===== src/rtl/hazard_pkg.sv =====
// Shared types for the hazard scoreboard: FSM state, scoreboard entry, select width.
package hazard_pkg;

  typedef enum logic [1:0] {
    ST_RUN      = 2'd0,
    ST_MEM_WAIT = 2'd1,
    ST_FAULT    = 2'd2
  } hz_state_t;

  // Entries carry a fixed-width destination; narrower register addresses are zero-extended.
  localparam int unsigned SB_DEST_W = 8;

  typedef struct packed {
    logic                 valid;
    logic [SB_DEST_W-1:0] dest;
    logic                 is_load;
  } sb_entry_t;

  function automatic int sel_width(input int num_stages);
    return $clog2(num_stages + 1);
  endfunction

endpackage


===== src/rtl/hazard_match.sv =====
// Lowest-index producer search over the scoreboard for one source operand.
module hazard_match
  import hazard_pkg::*;
#(
  parameter int NUM_STAGES = 3,
  parameter int REG_ADDR_W = 5,
  parameter int SEL_W      = 2
) (
  input  sb_entry_t [NUM_STAGES:1] i_entries,
  input  logic [REG_ADDR_W-1:0]    i_src,
  input  logic                     i_use,
  output logic [SEL_W-1:0]         o_sel,
  output logic                     o_is_load
);

  // Scan from the oldest entry down so the nearest producer overwrites older hits.
  always_comb begin
    o_sel     = '0;
    o_is_load = 1'b0;
    for (int k = NUM_STAGES; k >= 1; k--) begin
      if (i_use && i_entries[k].valid && (i_entries[k].dest == SB_DEST_W'(i_src))) begin
        o_sel     = SEL_W'(k);
        o_is_load = i_entries[k].is_load;
      end
    end
  end

endmodule


===== src/rtl/hazard_scoreboard.sv =====
// Hazard/forwarding controller: destination scoreboard, load-use stall, flush, memory-wait freeze.
//   state       | meaning
//   ST_RUN      | normal flow; a not-ready memory access freezes and enters MEM_WAIT
//   ST_MEM_WAIT | counting consecutive not-ready cycles toward the timeout
//   ST_FAULT    | memory timed out; pipeline frozen until reset
module hazard_scoreboard
  import hazard_pkg::*;
#(
  parameter int REG_ADDR_W  = 5,
  parameter int NUM_STAGES  = 3,
  parameter int LOAD_READY  = 2,
  parameter int MEM_TIMEOUT = 15,
  parameter int SEL_W       = sel_width(NUM_STAGES)
) (
  input  logic                  i_clk,
  input  logic                  i_rst,
  input  logic                  i_id_valid,
  input  logic [REG_ADDR_W-1:0] i_id_rs,
  input  logic [REG_ADDR_W-1:0] i_id_rt,
  input  logic                  i_id_use_rs,
  input  logic                  i_id_use_rt,
  input  logic                  i_id_wr_en,
  input  logic [REG_ADDR_W-1:0] i_id_wr_addr,
  input  logic                  i_id_is_load,
  input  logic                  i_id_is_store,
  input  logic                  i_redirect,
  input  logic                  i_mem_access,
  input  logic                  i_mio_ready,
  output logic                  o_stall_if_id,
  output logic                  o_freeze,
  output logic                  o_flush_if,
  output logic [SEL_W-1:0]      o_fwd_rs_sel,
  output logic [SEL_W-1:0]      o_fwd_rt_sel,
  output logic                  o_fwd_rt_late,
  output logic                  o_mem_timeout,
  output logic [15:0]           o_stall_count
);

  localparam int CNT_W = $clog2(MEM_TIMEOUT + 1);

  sb_entry_t [NUM_STAGES:1] r_sb;
  hz_state_t                r_state;
  logic [CNT_W-1:0]         r_wait_cnt;
  logic [15:0]              r_stall_count;

  logic [SEL_W-1:0] w_rs_sel;
  logic [SEL_W-1:0] w_rt_raw;
  logic             w_rs_load;
  logic             w_rt_load;
  logic             w_rs_stall;
  logic             w_rt_stall;
  logic             w_rt_late;
  logic             w_freeze;
  logic             w_stall;
  logic             w_flush;
  logic             w_mem_wait;
  sb_entry_t        w_id_entry;

  hazard_match #(.NUM_STAGES(NUM_STAGES), .REG_ADDR_W(REG_ADDR_W), .SEL_W(SEL_W)) u_match_rs (
    .i_entries (r_sb),
    .i_src     (i_id_rs),
    .i_use     (i_id_use_rs),
    .o_sel     (w_rs_sel),
    .o_is_load (w_rs_load)
  );

  hazard_match #(.NUM_STAGES(NUM_STAGES), .REG_ADDR_W(REG_ADDR_W), .SEL_W(SEL_W)) u_match_rt (
    .i_entries (r_sb),
    .i_src     (i_id_rt),
    .i_use     (i_id_use_rt),
    .o_sel     (w_rt_raw),
    .o_is_load (w_rt_load)
  );

  // A store whose data comes from a load one entry short of ready takes it late at MEM instead of stalling.
  assign w_rt_late  = w_rt_load && i_id_is_store && (int'(w_rt_raw) == LOAD_READY - 1);
  assign w_rs_stall = w_rs_load && (int'(w_rs_sel) < LOAD_READY);
  assign w_rt_stall = w_rt_load && (int'(w_rt_raw) < LOAD_READY) && !w_rt_late;

  assign w_mem_wait = i_mem_access && !i_mio_ready;
  assign w_freeze   = (r_state == ST_FAULT) || w_mem_wait;
  assign w_stall    = i_id_valid && (w_rs_stall || w_rt_stall) && !w_freeze;
  assign w_flush    = i_redirect && !w_stall && !w_freeze;

  assign w_id_entry.valid   = i_id_valid && i_id_wr_en && (i_id_wr_addr != '0);
  assign w_id_entry.dest    = SB_DEST_W'(i_id_wr_addr);
  assign w_id_entry.is_load = i_id_is_load;

  // Outputs are forced low while reset is held, regardless of the inputs.
  assign o_stall_if_id = !i_rst && w_stall;
  assign o_freeze      = !i_rst && w_freeze;
  assign o_flush_if    = !i_rst && w_flush;
  assign o_fwd_rs_sel  = i_rst ? '0 : w_rs_sel;
  assign o_fwd_rt_sel  = (i_rst || w_rt_late) ? '0 : w_rt_raw;
  assign o_fwd_rt_late = !i_rst && w_rt_late;
  assign o_mem_timeout = !i_rst && (r_state == ST_FAULT);
  assign o_stall_count = r_stall_count;

  // Scoreboard shift: hold on freeze, insert a bubble on stall, else record the ID destination.
  always_ff @(posedge i_clk or posedge i_rst) begin
    if (i_rst) begin
      r_sb <= '0;
    end else if (!w_freeze) begin
      r_sb[NUM_STAGES:2] <= r_sb[NUM_STAGES-1:1];
      r_sb[1]            <= w_stall ? '0 : w_id_entry;
    end
  end

  // Memory-ready wait FSM with consecutive not-ready timeout.
  always_ff @(posedge i_clk or posedge i_rst) begin
    if (i_rst) begin
      r_state    <= ST_RUN;
      r_wait_cnt <= '0;
    end else begin
      case (r_state)
        ST_RUN: begin
          if (w_mem_wait) begin
            r_state    <= (MEM_TIMEOUT <= 1) ? ST_FAULT : ST_MEM_WAIT;
            r_wait_cnt <= CNT_W'(1);
          end
        end
        ST_MEM_WAIT: begin
          if (i_mio_ready) begin
            r_state    <= ST_RUN;
            r_wait_cnt <= '0;
          end else begin
            r_wait_cnt <= r_wait_cnt + CNT_W'(1);
            if ((r_wait_cnt + CNT_W'(1)) == CNT_W'(MEM_TIMEOUT)) r_state <= ST_FAULT;
          end
        end
        ST_FAULT: r_state <= ST_FAULT;
        default:  r_state <= ST_RUN;
      endcase
    end
  end

  // Saturating count of cycles lost to stall or freeze.
  always_ff @(posedge i_clk or posedge i_rst) begin
    if (i_rst) begin
      r_stall_count <= '0;
    end else if ((w_stall || w_freeze) && (r_stall_count != 16'hFFFF)) begin
      r_stall_count <= r_stall_count + 16'd1;
    end
  end

endmodule


===== config.mk =====
export PLATFORM = sky130hd
export DESIGN_NAME = hazard_scoreboard
export DESIGN_NICKNAME = d
export VERILOG_FILES = /design/src/rtl/hazard_pkg.sv /design/src/rtl/hazard_match.sv /design/src/rtl/hazard_scoreboard.sv
export SDC_FILE = /design/constraint.sdc
export NUM_CORES = 1
export LEC_CHECK = 0
export ABC_CLOCK_PERIOD_IN_PS = 3100
export CORE_MARGIN = 2
export CORE_UTILIZATION = 51
export DETAILED_ROUTE_END_ITERATION = 8
export HOLD_SLACK_MARGIN = 0.05
export PLACE_DENSITY_LB_ADDON = 0.15
export SLEW_MARGIN = 25
export SYNTH_ARGS = -nofsm -noshare
export SYNTH_HDL_FRONTEND = slang
export SYNTH_SLANG_ARGS = --single-unit

===== constraint.sdc =====
create_clock -name i_clk -period 3.1 [get_ports i_clk]
set_input_delay 0.465 -clock i_clk [delete_from_list [all_inputs] [get_ports i_clk]]
set_output_delay 0.465 -clock i_clk [all_outputs]
set_load 0.1 [all_outputs]

* Word level (Yosys, flattened, before mapping) *
Cells that the tools add are included.

word-level totals
  word-level logic and storage cells = 95
  input bits = 26
  output and inout bits = 25
  register bits = 52

operators by class
  equal/unequal tests = 13
  muxes and demuxes = 22
  $add $sub $neg = 2
  magnitude comparators = 2
  reduce and logical (&&, ||, !) cells = 44

operator list
  cell                     number
  $eq A8 B5 Y1             6
  $logic_and A1 B1 Y1      30
  $mux W2                  11
  $add A16 B1 Y16 const B  1
  $ne A16 B16 Y1 const B   1
  $mux W10                 1
  $mux W4                  2
  $pmux W4 S2              1
  $mux W1                  6
  $pmux W2 S3              1
  $logic_not A1 Y1         5
  $reduce_bool A5 Y1       1
  $add A4 B1 Y4 const B    1
  $eq A2 B2 Y1 const B     2
  $eq A4 B4 Y1 const B     1
  $logic_or A1 B1 Y1       4
  $lt A2 B2 Y1 const B     2
  $reduce_and A2 Y1        2
  $ne A3 B3 Y1 const B     1
  $eq A2 B1 Y1 const B     1
  $logic_not A2 Y1         1
  $ne A2 B2 Y1 const B     1
  $reduce_bool A2 Y1       1

* Logic depth before layout (Yosys ltp) *
Gate-level depths: netlist of run 1.

  word-level depth = 16
  mapped depth = 9

* By module *
From an unflattened synthesis of run 1, not the netlist that was laid out.

second synthesis, totals
  cells, all modules = 247
  area total of the unflattened synthesis = 2651.3 um2

by module, submodules not included
  module             seq. area each (um2)  times used  area each (um2)  cells an instance
  hazard_scoreboard  1076.0                1           2080.7           177
  hazard_match       0.0                   2           285.3            35

* Least setup slack after synthesis of run 1 *
OpenSTA, ideal clock, no wires.

  kind = input -> output
  start = in i_id_rt[3]
  end = out o_stall_if_id
  setup slack = -1897 ps
  path buffers = 0
  stages = 6
  data arrival time = 4532 ps
  data required time = 2635 ps
  cells stage by stage = xor2_1 -> nor4_4 -> o2111ai_1 -> a31oi_4 -> a22oi_1 -> nor4b_1

between the ends
  longest elaborated chain between the ends = 13

RTL lines
  element                                                     RTL line                 RTL
  from (decl)                                                 hazard_scoreboard.sv:19  input logic [REG_ADDR_W-1:0] i_id_rt,
  $eq A8 B5 Y1                                                hazard_match.sv:21       if (i_use && i_entries[k].valid && (i_entries[k].dest == SB_DEST_W'(i_src))) begin
  $logic_and A1 B1 Y1                                         hazard_match.sv:21
  $mux W2 / $mux W1 (equally long branches) (3 in a row)      hazard_match.sv:21
  $eq A2 B2 Y1 / $logic_and A1 B1 Y1 (equally long branches)  hazard_scoreboard.sv:76  assign w_rt_late = w_rt_load && i_id_is_store && (int'(w_rt_raw) == LOAD_READY - 1);
  $logic_and A1 B1 Y1                                         hazard_scoreboard.sv:76
  $logic_not A1 Y1                                            hazard_scoreboard.sv:78  assign w_rt_stall = w_rt_load && (int'(w_rt_raw) < LOAD_READY) && !w_rt_late;
  $logic_and A1 B1 Y1 *                                       hazard_scoreboard.sv:78
  $logic_or A1 B1 Y1 *                                        hazard_scoreboard.sv:82  assign w_stall = i_id_valid && (w_rs_stall || w_rt_stall) && !w_freeze;
  $logic_and A1 B1 Y1 * (2 in a row)                          hazard_scoreboard.sv:82
  $logic_and A1 B1 Y1 *                                       hazard_scoreboard.sv:90  assign o_stall_if_id = !i_rst && w_stall;
  to (decl)                                                   hazard_scoreboard.sv:29  output logic o_stall_if_id,

Mark *: on every way between the ends. The rest lies on a longest branch, timed or not.

* Worst setup path after layout of run 1 *
  start = reg r_sb[1] (netlist name)
  end = out o_stall_if_id

between the ends
  longest elaborated chain between the ends = 11

RTL lines
  element                                                     RTL line                  RTL
  from (decl)                                                 hazard_scoreboard.sv:41   sb_entry_t [NUM_STAGES:1] r_sb;
  from (signal, indexed assignment)                           hazard_scoreboard.sv:104  r_sb[NUM_STAGES:2] <= r_sb[NUM_STAGES-1:1];
  $eq A8 B5 Y1                                                hazard_match.sv:21
  $logic_and A1 B1 Y1                                         hazard_match.sv:21
  $mux W2 / $mux W1 (equally long branches)                   hazard_match.sv:21
  $eq A2 B2 Y1 / $logic_and A1 B1 Y1 (equally long branches)  hazard_scoreboard.sv:76
  $logic_and A1 B1 Y1                                         hazard_scoreboard.sv:76
  $logic_not A1 Y1                                            hazard_scoreboard.sv:78
  $logic_and A1 B1 Y1                                         hazard_scoreboard.sv:78
  $logic_or A1 B1 Y1 *                                        hazard_scoreboard.sv:82
  $logic_and A1 B1 Y1 * (2 in a row)                          hazard_scoreboard.sv:82
  $logic_and A1 B1 Y1 *                                       hazard_scoreboard.sv:90

Marks and branches as above.

==> results of run 1 <==
## sequential cells by signal (all words and copies together), names as in the netlist
| name | cells |
|---|---|
| r_state | 2 |
| r_wait_cnt | 4 |
| r_sb | 21 |
| o_stall_count | 16 |
## what timing repair did
item | CTS | global route
setup endpoints to repair | 0 | 2
hold endpoints to repair | 0 | 0
gates resized for setup | 0 | 17
setup buffers | 0 | 2
## routing by layer
layer | global-route usage | routed length (um) | vias up
met5 | 0 | 0 | -
met4 | 0.0626 | 99 | 0
met3 | 0.0425 | 327 | 11
met2 | 0.366 | 2880 | 76
met1 | 0.321 | 2570 | 1019
li1 | - | - | 1009
## cell type report
cell class                      count  area share
Clock inverter                      1     0.00891
Timing Repair Buffer               64       0.199
Clock buffer                        6      0.0215
Multi-Input combinational cell    183       0.419
Tap cell                           54      0.0201
Sequential cell                    43       0.319
Inverter                           11      0.0123
## kinds of logic after synthesis
logic type | synth area share
xor gates and xnor gates | 0.145
DFF | 0.435
muxes | 0.0587
and+or+nand+nor | 0.191
AOI/OAI and AO/OA | 0.125
buffers and inverters | 0.0298
adders and majority gates | 0.0152
## where the power goes
group | total, mW | internal [mW] | switching (mW)
registers | 0.756 | 0.643 | 0.113
logic | 0.688 | 0.223 | 0.465
clock network | 0.423 | 0.236 | 0.186
## per-stage QoR
step           power [mW]  instances  hold WS, ps  setup TNS [ps]  worst slack [ps]
2_1_floorplan        1.25        243          479            -511              -511
5_1_grt              1.95        362          527               0              87.2
3_3_place_gp         1.43        353          482               0              45.8
4_1_cts              1.86        360          491               0              1.17
6_report             1.87        362          492               0               218
3_5_place_dp         1.44        353          477           -3.36             -3.36
## layout by cell type, fill, tap and decap left out, drive strengths merged, types with 2 or more instances in the layout
cell           instances
clkbuf                 6
dlymetal6s2s           6
nand3                 15
nand2b                 3
o21ai                  6
mux2                  12
nor2                  13
a22o                   6
or2                    2
xnor2                 24
xor2                  17
ha                     3
a221oi                 2
and3                   7
dfrtp                 43
o21bai                 2
or4                    2
nand2                 18
inv                   11
nand4                  7
nor4b                  2
a222oi                 2
nor4                   3
and2                   2
buf                   38
or3                    2
o211ai                 5
clkdlybuf4s50         19
a211oi                 2
a22oi                  2
nor3                  11
## worst max-delay path: stages (launching register included)
cell and delay, ps:
dfrtp_1 470, xnor2_2 220, nand4_1 210, or2_4 330, a31oi_4 180, a22oi_1 110, nor4b_2 260, bufbuf_16 350
## how the worst max path moves through the flow
stage / from / endpoint / slack, ps / cells past startpoint
floorplan: i_id_rt[3] / o_stall_if_id / -510 / 6
global placement: i_id_rt[3] / o_stall_if_id / 50 / 8
detailed placement: i_id_rt[3] / o_stall_if_id / -3 / 8
CTS: i_id_rt[3] / o_stall_if_id / 1 / 8
global route: r_sb[24]$_DFFE_PP0N_ / o_stall_if_id / 90 / 7
finish: r_sb[1]$_DFFE_PP0N_ / o_stall_if_id / 220 / 7
==> flow_metrics.py, run 1 <==
metrics = {
    "floorplanning": {
        "start_util": 0.527,
        "die_w_um": 73.6,
        "ios": 51,
        "die_area_sq_um": 5420,
        "die_height_um": 73.6,
        "coreArea_sq_um": 4690,
        "std_cell_rows": 25,
    },
    "setup_path": {
        "r2r-start": "r_sb[1]$_DFFE_PP0N_",
        "reg2reg_to": "o_stall_count[10]$_DFFE_PP0P_",
        "regToRegSetupSlack_ps": 610,
        "critPathRequiredTime_ps": 2630,
        "end_kind": "output pin",
        "worst-path-max-fanout": 4,
        "worstRegToRegCells": 9,
        "cp-start-kind": "flip-flop",
        "crit_type": "reg2out",
        "arrival_ps": 2420,
    },
    "logic_synthesis": {
        "seq_area_frac_synth": 0.435,
        "yosysUniqueCellTypes": 48,
        "synth-seq-cells": 43,
        "ys_top_cells_by_area": "dfrtp_1 44%, xnor2_1 8.5%, xor2_1 6.0%",
        "yosysTopAreaCell": "dfrtp_1",
        "synth_edf_count": 0,
        "synth_top_area_frac": 0.435,
        "synth_area_per_cell_sq_um": 10.2,
        "syn_area_sq_um": 2470,
        "ys_warn_count": 0,
        "synth-main-ff-cell": "dfrtp_1",
        "syn_inst": 243,
        "syn-num-nets": 272,
        "yosysMostFrequentCell": "dfrtp_1",
        "synthArstFlopShare": 1.00,
        "synth_commonest_cells": "43 x dfrtp_1, 24 x xnor2_1, 18 x nand2_1, 17 x xor2_1, 15 x nand3_1",
    },
    "power": {
        "ir_drop_mv": 0.366,
        "p_per_area_nw_per_um2": 554,
        "leakage_nw": 1.42,
    },
    "cts": {
        "htree_levels": 2,
        "cts_root_buffer": "clkbuf_8",
        "cts_sinks": 43,
        "clk_latency_ps": 290,
        "cts_tree": "done",
        "cts_made_buffers": 5,
        "cts.clk_slew.worst_paths_ps": 80,
        "postCtsHoldBufs": 0,
        "cts_buffer_depth": 2,
    },
    "hold_path": {
        "min_to": "o_stall_count[8]$_DFFE_PP0P_",
        "hp-class": "reg2reg",
        "hold_start": "o_stall_count[8]$_DFFE_PP0P_",
        "min_path_cells": 1,
    },
    "place": {
        "dp_hpwl_um": 4360,
        "gp_congestion": 0.893,
        "io_buffers": 50,
        "dpl_cell_area_sq_um": 3160,
    },
    "job": {
        "maxCapViolations": 0,
    },
    "drt": {
        "finalWirelength_um": 5880,
        "drt_iter0_markers": 192,
        "route.antenna.remaining_nets": 0,
        "vias_per_cell": 5.84,
        "wl_per_cell_um": 16.2,
        "drc_errors": 0,
        "drt-pass1-iter-count": 4,
        "vias": 2115,
    },
    "outcome": {
        "status": "complete, no violations",
    },
    "global_route": {
        "antenna_found_initial": 0,
        "grt_pass1_vias": 2025,
        "grt_max_degree": 30,
        "grt_pass1_wl_um": 9540,
        "overflow": 0,
        "track_usage": 0.229,
    },
    "timing": {
        "period_needed_ps": 2880,
        "slew_headroom": 0.569,
        "rsz0062_at_grt": "false",
        "fmax_ghz": 0.347,
        "fin_crit_sh": 0.930,
        "maxSlewViolCount": 0,
        "clock_skew_ps": 7.92,
        "worst_slew_pin_slew_ps": 641,
        "final-hold-violation-count": 0,
        "setup_viol": 0,
    },
    "final_layout": {
        "seq_area_sq_um": 1080,
        "fin_area_sq_um": 3370,
        "antenna_cells": 0,
        "syn2layout_area_growth_pct": 36.2,
        "drive_gt1_frac": 0.244,
        "final_nets": 337,
        "post-route-util": 0.718,
        "multi_input_area_sq_um": 1410,
        "fill_cells": 345,
    },
}
(Power assumes the default switching activity.)
==> inputs of run 2 (changes only) <==
--- a/config.mk
+++ b/config.mk
@@ -8,7 +8,9 @@
 export ABC_CLOCK_PERIOD_IN_PS = 3100
 export CORE_MARGIN = 2
 export CORE_UTILIZATION = 51
+export CTS_CLUSTER_SIZE = 14
 export DETAILED_ROUTE_END_ITERATION = 8
+export GPL_TIMING_DRIVEN = 1
 export HOLD_SLACK_MARGIN = 0.05
 export PLACE_DENSITY_LB_ADDON = 0.15
 export SLEW_MARGIN = 25
==> results of run 2 <==
Final layout, timing and power as in run 1 (identical DEF).
